$ cat src/rtl/div_pkg.sv
// Shared types and constants for the multi-cycle signed divider.
package div_pkg;

  typedef enum logic [1:0] {
    IDLE = 2'd0,
    ITER = 2'd1,
    SIGN = 2'd2,
    DONE = 2'd3
  } div_state_e;

  // Widest operand the all-ones divide-by-zero pattern is sized for.
  localparam int MAX_DATA_WIDTH = 64;

  localparam logic [2*MAX_DATA_WIDTH-1:0] DIV_ZERO_RESULT = '1;

  function automatic int cnt_width(input int width);
    return (width > 1) ? $clog2(width) : 1;
  endfunction

endpackage

$ cat src/rtl/div_step.sv
// One restoring-division step: shift in a dividend bit, trial-subtract, restore on negative.
module div_step
  import div_pkg::*;
#(
  parameter int DATA_WIDTH = 32
) (
  input  logic [DATA_WIDTH:0]   rem_in,
  input  logic                  dividend_bit,
  input  logic [DATA_WIDTH-1:0] abs_divisor,
  output logic [DATA_WIDTH:0]   rem_out,
  output logic                  q_bit
);

  logic [DATA_WIDTH:0] shifted;
  logic [DATA_WIDTH:0] trial;

  // rem_in[DATA_WIDTH] is always clear after a restore, so only the low bits shift on.
  logic rem_msb_unused;
  assign rem_msb_unused = rem_in[DATA_WIDTH];

  always_comb begin
    shifted = {rem_in[DATA_WIDTH-1:0], dividend_bit};
    trial   = shifted - {1'b0, abs_divisor};
    q_bit   = ~trial[DATA_WIDTH];
    rem_out = q_bit ? trial : (trial + {1'b0, abs_divisor});
  end

endmodule

$ cat src/rtl/div_sequencer.sv
// Multi-cycle signed divide controller: magnitudes are divided one quotient bit per
// clock, then the quotient is sign-corrected and {remainder, quotient} is published.
//
// state | meaning
// IDLE  | waiting for start; special cases (x/0, 0/y) go straight to DONE
// ITER  | one restoring step per cycle, DATA_WIDTH cycles
// SIGN  | negate quotient if operand signs differ, write result
// DONE  | one-cycle done pulse, then back to IDLE
module div_sequencer
  import div_pkg::*;
#(
  parameter int DATA_WIDTH = 32
) (
  input  logic                    clk,
  input  logic                    rst_n,
  input  logic                    start,
  input  logic                    abort,
  input  logic [DATA_WIDTH-1:0]   dividend,
  input  logic [DATA_WIDTH-1:0]   divisor,
  output logic                    busy,
  output logic                    done,
  output logic                    div_by_zero,
  output logic [2*DATA_WIDTH-1:0] result
);

  localparam int W  = DATA_WIDTH;
  localparam int CW = cnt_width(DATA_WIDTH);

  div_state_e state, state_nxt;

  logic [W-1:0]  abs_dividend;
  logic [W-1:0]  abs_divisor;
  logic [W-1:0]  quo;
  logic [W:0]    rem;
  logic [CW-1:0] count;
  logic          neg_q;

  logic          accept;
  logic          divisor_zero;
  logic          dividend_zero;
  logic [W-1:0]  dividend_mag;
  logic [W-1:0]  divisor_mag;
  logic [W-1:0]  quo_signed;
  logic [W:0]    rem_next;
  logic          q_bit;

  // abort wins over a simultaneous start, so the request is simply dropped.
  assign accept        = (state == IDLE) && start && !abort;
  assign divisor_zero  = (divisor == '0);
  assign dividend_zero = (dividend == '0);

  // Two's-complement magnitude; the most negative value maps onto 2^(W-1) unsigned.
  assign dividend_mag = dividend[W-1] ? -dividend : dividend;
  assign divisor_mag  = divisor[W-1]  ? -divisor  : divisor;
  assign quo_signed   = neg_q ? -quo : quo;

  div_step #(
    .DATA_WIDTH (W)
  ) u_div_step (
    .rem_in       (rem),
    .dividend_bit (abs_dividend[count]),
    .abs_divisor  (abs_divisor),
    .rem_out      (rem_next),
    .q_bit        (q_bit)
  );

  always_ff @(posedge clk) begin
    if (!rst_n) begin
      state <= IDLE;
    end else begin
      state <= state_nxt;
    end
  end

  always_comb begin
    state_nxt = state;
    busy      = 1'b0;
    done      = 1'b0;
    case (state)
      IDLE: begin
        if (accept) begin
          state_nxt = (divisor_zero || dividend_zero) ? DONE : ITER;
        end
      end
      ITER: begin
        busy = 1'b1;
        if (abort) begin
          state_nxt = IDLE;
        end else if (count == '0) begin
          state_nxt = SIGN;
        end
      end
      SIGN: begin
        busy      = 1'b1;
        state_nxt = abort ? IDLE : DONE;
      end
      DONE: begin
        done      = 1'b1;
        state_nxt = IDLE;
      end
      default: state_nxt = IDLE;
    endcase
  end

  always_ff @(posedge clk) begin
    if (!rst_n) begin
      abs_dividend <= '0;
      abs_divisor  <= '0;
      quo          <= '0;
      rem          <= '0;
      count        <= '0;
      neg_q        <= 1'b0;
      div_by_zero  <= 1'b0;
      result       <= '0;
    end else begin
      case (state)
        IDLE: begin
          if (accept) begin
            div_by_zero <= divisor_zero;
            if (divisor_zero) begin
              result <= DIV_ZERO_RESULT[2*W-1:0];
            end else if (dividend_zero) begin
              result <= '0;
            end else begin
              abs_dividend <= dividend_mag;
              abs_divisor  <= divisor_mag;
              neg_q        <= dividend[W-1] ^ divisor[W-1];
              rem          <= '0;
              quo          <= '0;
              count        <= CW'(W - 1);
            end
          end
        end
        ITER: begin
          if (!abort) begin
            rem <= rem_next;
            quo <= {quo[W-2:0], q_bit};
            if (count != '0) begin
              count <= count - CW'(1);
            end
          end
        end
        SIGN: begin
          // Remainder stays an unsigned magnitude; only the quotient carries the sign.
          if (!abort) begin
            result <= {rem[W-1:0], quo_signed};
          end
        end
        default: ;
      endcase
    end
  end

endmodule

$ cat config.mk
export PLATFORM = sky130hd
export DESIGN_NAME = div_sequencer
export DESIGN_NICKNAME = d
export VERILOG_FILES = /design/src/rtl/div_pkg.sv /design/src/rtl/div_step.sv /design/src/rtl/div_sequencer.sv
export SDC_FILE = /design/constraint.sdc
export NUM_CORES = 1
export LEC_CHECK = 0
export ABC_AREA = 1
export BUFFER_PORTS_ARGS = -buffer_cell sky130_fd_sc_hd__buf_2
export CORE_ASPECT_RATIO = 0.5
export CORE_UTILIZATION = 63
export CTS_BUF_LIST = sky130_fd_sc_hd__clkbuf_8
export CTS_CLUSTER_DIAMETER = 60
export CTS_CLUSTER_SIZE = 10
export DETAILED_ROUTE_END_ITERATION = 8
export PLACE_DENSITY = 0.84
export SYNTH_ARGS = -nofsm -noshare
export SYNTH_HDL_FRONTEND = slang
export SYNTH_SLANG_ARGS = --single-unit
$ cat constraint.sdc
create_clock -name clk -period 6.1 [get_ports clk]
set_clock_uncertainty 0.2 [all_clocks]
set_input_delay 1.22 -clock clk [delete_from_list [all_inputs] [get_ports clk]]
set_output_delay 1.22 -clock clk [all_outputs]
set_load 0.05 [all_outputs]
==> summary.txt, run 1 <==
Setup path
  – Critical path class: reg2reg
  – Reg2Reg Launch Point: count[0]
  – Most used cell along the critical path: nand2_1
  – Reg2Reg Capture Point: rem[24]
  – Reg2Reg Setup Slack: 0.49 ns
  – Worst setup SP type: register
  – Worst r2r path cells: 32
  – Worst path max stage delay: 0.58 ns
  – Worst setup EP type: register
  – Slowest cell on the critical path: dfxtp_1
  – Worst Path Arrival: 5.94 ns
  – Crit Path Max Fanout: 11
  – WP data required: 6.43 ns

Clocking
  – Post-CTS Hold Buffers: 0
  – CTS Sinks: 201
  – Post-CTS Setup Inserts: 0
  – CTS buffer count: 24
  – CTS tree: built
  – PostCTS Resize Cnt: 0
  – Root buf cell: clkbuf_8
  – Clk slew on worst S/H paths: 0.09 ns
  – CTS Buffer Depth: 3
  – H-tree levels: 1
  – Worst skew pair latency: 0.61 ns

Routing
  – Vias: 15,879
  – Routed Antenna Nets: 0
  – Drt via density: 5.71
  – Metal-1 WL: 21,000 um
  – Initial DRC count: 1,491
  – Uppermost layer routed: met4
  – Final wirelength: 44,800 um
  – Met3 WL: 3430 um
  – Initial DRT Pass Iterations: 6
  – Metal2 WL: 19,200 um
  – Drc violations: 0
  – Wirelength per Cell: 16.1 um

Run
  – Max-cap violations: 0

GRT
  – GRT Resource Usage Total: 36.3%
  – Antenna violations before repair: 0
  – Vias in the first global route: 13,584
  – First-pass GRT wire length: 69,200 um
  – Largest net degree at the start of global routing: 104
  – Total grt overflow: 0

Yosys
  – Largest family of logic cells by synthesized area: simple AND/OR/NAND/NOR gates
  – Adder-Cell Fraction of Synth Area: 6.40%
  – Ys flop type: dfxtp_1
  – Register area share after synthesis: 27.4%
  – Cell variety after synth: 44
  – Cell count after synthesis: 2,389
  – Synthesized area: 14,700 um2
  – Post-synth EDFFs: 0
  – Post-synth ARST share: 0%
  – Synth Net Count: 2,531
  – Post-synthesis mux area share: 0%
  – Post-Synth Simple-Gate Area: 30.4%
  – Number of synthesis warnings: 0
  – #FFs+latches synth: 201
  – Compound-cell area share of the yosys netlist: 20.0%
  – Fraction of synthesized cell area in xor and xnor cells: 5.42%
  – Mean post-synth cell area: 6.16 um2

Floorplanning
  – Starting Density: 64.4%
  – Die area: 24,000 um2
  – Die height: 110 um
  – Core Area: 22,800 um2
  – Die W: 218 um
  – I/O pins: 135
  – Row cnt: 39

Final layout
  – Seq. cell area: 4020 um2
  – # fillers: 2,145
  – Layout net count: 2,615
  – Share of layout cells above drive strength 1: 8.77%
  – # diodes: 0
  – Syn-to-layout area delta: 7.56%
  – Multi-input logic area: 9160 um2

STA
  – Slew HR: 24.0%
  – Pins Over Slew Limit: 0
  – Setup TNS: 0 ns
  – Final Cycle Share: 92.0%
  – Crit path time final: 5.61 ns
  – Max Fclk: 0.178 GHz
  – Slew @ Worst Pin: 1.14 ns
  – Unrepaired setup endpoints after global routing: no
  – Minimum hold slack: 0.266 ns
  – Final Hold Viols: 0
  – Setup violators final: 0

Placed design
  – Input/output buffers: 134
  – DP HPWL: 34,000 um
  – Placer Congestion: 1.01

Hold path
  – Hold path endpoint: abs_dividend[18]
  – HP Class: reg2reg
  – Cell count of the worst hold path: 2
  – Hold path start: abs_dividend[18]

Outcome
  – Status: finished clean
routing by layer:
layer  vias up  global-route usage (%)
li1       7932                       -
met1      7282                    50.3
met2       582                    58.7
met3        83                    5.87
met4         0                    10.1
met5         -                       0
kinds of logic (layout without fill, tap and decap cells):
| kind of cell | after synthesis | count (layout) |
|---|---|---|
| adders and majority gates | 74 | 74 |
| and+or+nand+nor | 1071 | 1071 |
| DFF | 201 | 201 |
| AOI/OAI and AO/OA | 565 | 565 |
| xor gates and xnor gates | 91 | 91 |
| buffers and inverters | 387 | 473 |
area by class of cell:
type | count | share of cell area [%]
well taps | 307 | 2.43
clock inverters | 4 | 0.206
flip-flops and latches | 201 | 25.4
multi-input cells | 1801 | 57.9
inverters | 299 | 7.12
clock buffers | 24 | 2.09
repair buffers | 145 | 4.78
repair inverters | 1 | 0.0316
cell usage in the layout, fill, tap and decap left out, types with 7 or more instances in the layout:
cell type | Yosys | final
buf_4 | 6 | 12
nand4_1 | 26 | 26
nor2_1 | 201 | 201
inv_2 | 11 | 11
nand2_1 | 618 | 618
a21oi_1 | 302 | 302
a21o_1 | 7 | 7
clkbuf_8 | 0 | 24
nand3_1 | 149 | 149
inv_1 | 286 | 287
nand3b_1 | 8 | 8
or2_2 | 8 | 8
nand2_2 | 9 | 9
nor4_1 | 9 | 9
o21ai_0 | 213 | 212
ha_1 | 72 | 71
buf_2 | 25 | 133
dfxtp_1 | 201 | 201
xor2_1 | 60 | 60
nor3_1 | 24 | 24
o21bai_1 | 18 | 18
xnor2_1 | 31 | 31
synthesized netlist by cell type, types with 26 or more instances:
cell type  instances  share of area [%]
nand3_1          149                5.1
o21ai_0          213                7.2
xor2_1            60                3.6
a21oi_1          302                 10
inv_1            286                7.3
ha_1              72                6.1
clkbuf_1          53                1.4
nand4_1           26                1.1
dfxtp_1          201                 27
xnor2_1           31                1.8
nand2_1          618                 16
nor2_1           201                5.1
how the worst max path moves through the flow:
stage | startpoint | depth (start not counted) | end
after floorplan | count[0] | 33 | rem[24]
after global placement | count[0] | 30 | rem[21]
after detailed placement | count[0] | 32 | rem[24]
after CTS | count[0] | 32 | rem[24]
after global routing | count[0] | 30 | rem[21]
final | count[0] | 32 | rem[24]
per-stage QoR:
stage               instance area, um2  std cells  setup slack (ns)  utilization (%)
detailed placement               15400       2753             0.386             67.6
global placement                 15400       2753             0.673             67.6
global route                     15800       2782          0.000915             69.3
finish                           15800       2782             0.486             69.3
floorplan                        14700       2389              1.39                -
CTS                              15800       2781             0.349             69.2
flip-flops by register name, summed over array words and instances, names as in the netlist:
register      cells
abs_dividend     32
result           64
rem              32
quo              32
div_by_zero       1
abs_divisor      32
neg_q             1
state             2
count             5
critical path: cells and delay by family (launching register included):
kind / cells / cell delay (ns)
DFF: 1 / 0.58
buffers and inverters: 4 / 0.67
and+or+nand+nor: 20 / 2.24
adders and majority gates: 3 / 0.99
AOI/OAI and AO/OA: 5 / 0.84
Power of run 1 is left out: the tool's default activity adds up to more than one toggle a clock period on the data nets, which glitch-free logic cannot reach.
==> inputs of run 2 (changes only) <==
CORE_MARGIN = 2   (was unset)
==> summary.txt, run 2 (synthesized netlist as in run 1, its figures left out) <==
Clocking
  – CTS Sinks: 201
  – Clk slew on worst S/H paths: 0.08 ns
  – Worst skew pair latency: 0.60 ns
  – CTS tree: built
  – Post-CTS Hold Buffers: 0
  – Post-CTS Setup Inserts: 0
  – Root buf cell: clkbuf_8
  – PostCTS Resize Cnt: 0
  – CTS Buffer Depth: 3
  – CTS buffer count: 24
  – H-tree levels: 1

STA
  – Minimum hold slack: 0.260 ns
  – Slew HR: 25.6%
  – Final Cycle Share: 93.0%
  – Unrepaired setup endpoints after global routing: no
  – Worst Setup Slack, final: 0.425 ns
  – Setup violators final: 0
  – Crit path time final: 5.68 ns
  – Pins Over Slew Limit: 0
  – Slew @ Worst Pin: 1.11 ns
  – Final Hold Viols: 0
  – Setup TNS: 0 ns
  – Max Fclk: 0.176 GHz

Final layout
  – Syn-to-layout area delta: 7.73%
  – Final cell count without fillers: 2,783
  – Most common cell after layout, fill and taps aside: nand2_1
  – # fillers: 2,170
  – Seq. cell area: 4020 um2
  – Share of layout cells above drive strength 1: 8.89%
  – Most frequent cells in the layout: nand2_1, a21oi_1, inv_1
  – Biggest register: result
  – Multi-input logic area: 9160 um2
  – Layout net count: 2,617
  – # diodes: 0
  – Max FFs per register: 64

Setup path
  – Worst path max stage delay: 0.59 ns
  – Worst setup EP type: register
  – CP bufs+invs: 4
  – Crit. Startpoint: count[0]
  – Critical Path Stages: 30
  – Reg2Reg Capture Point: rem[21]
  – Worst setup path end: rem[21]
  – Crit path max-delay family: simple AND/OR/NAND/NOR gates
  – Crit Path Max Fanout: 11
  – Reg2Reg Setup Slack: 0.42 ns
  – Worst setup SP type: register
  – Slowest cell on the critical path: o21ai_1
  – Worst Path Arrival: 5.99 ns
  – Reg2Reg Launch Point: count[0]
  – Critical path class: reg2reg
  – Worst r2r path cells: 30
  – WP data required: 6.41 ns

Routing
  – Final wirelength: 44,300 um
  – Drt via density: 5.64
  – Initial DRC count: 1,524
  – Vias: 15,684
  – Wirelength per Cell: 15.9 um
  – Routed Antenna Nets: 0
  – Initial DRT Pass Iterations: 8
  – Drc violations: 0

GRT
  – Vias in the first global route: 13,982
  – First-pass GRT wire length: 71,500 um
  – Largest net degree at the start of global routing: 104
  – GRT Resource Usage Total: 35.8%
  – Antenna violations before repair: 2
  – Total grt overflow: 0

Floorplanning
  – I/O pins: 135
  – Die height: 112 um
  – Core Area: 22,900 um2
  – Die area: 24,700 um2
  – Row cnt: 39
  – Starting Density: 64.3%
  – Die W: 220 um

Placed design
  – Input/output buffers: 134
  – Cell total after placement: 2,755
  – DP HPWL: 34,100 um
  – Placer Congestion: 1.02
  – Dpl ws: 0.349 ns

Outcome
  – Status: finished clean

Run
  – Max-cap violations: 0

Hold path
  – HP Class: reg2reg
run 2: cell count changes in the layout (fill, tap and decap cells not counted), sizes merged:
cell,previous run,this run
clkbuf,24,25
clkinv,3,1
buf,145,147
run 2: tightest hold or removal path, stage by stage (launching register included):
cell,delay [ns]
dfxtp_1,0.30
inv_1,0.07
a21oi_1,0.06
run 2: final cells by class:
type                            count  area share, %
Multi-Input combinational cell   1801           57.8
Sequential cell                   201           25.4
Inverter                          299           7.13
Timing Repair Buffer              147           4.86
Tap cell                          307           2.42
Clock buffer                       25           2.17
Clock inverter                      2          0.158
Timing Repair inverter              1         0.0316
run 2: worst min-delay path by stage:
stage	slack [ns]	cells past startpoint	from	endpoint
after global routing	0.30	2	rem[17]	result[49]
after floorplan	0.23	2	abs_dividend[5]	abs_dividend[5]
after detailed placement	0.25	1	abs_dividend[8]	abs_dividend[8]
after CTS	0.26	2	abs_dividend[18]	abs_dividend[18]
final	0.26	2	abs_dividend[18]	abs_dividend[18]
after global placement	0.25	2	abs_dividend[5]	abs_dividend[5]
run 2: metal layers:
| metal | track usage (%) | vias to the layer above | part of all wire [%] |
|---|---|---|---|
| met2 | 54.1 | 622 | 42 |
| met5 | 0 | - | 0.029 |
| met4 | 11.9 | 2 | 3.5 |
| met3 | 7.05 | 114 | 8.3 |
| li1 | - | 7928 | - |
| met1 | 51.3 | 7018 | 47 |
run 2: metrics by stage:
step,instance area [um2],utilization [%]
floorplan,14700,-
CTS,15800,69.2
detailed placement,15500,67.6
global route,15800,69.2
global placement,15500,67.6
finish,15800,69.2
Power of run 2 is left out for the same reason.
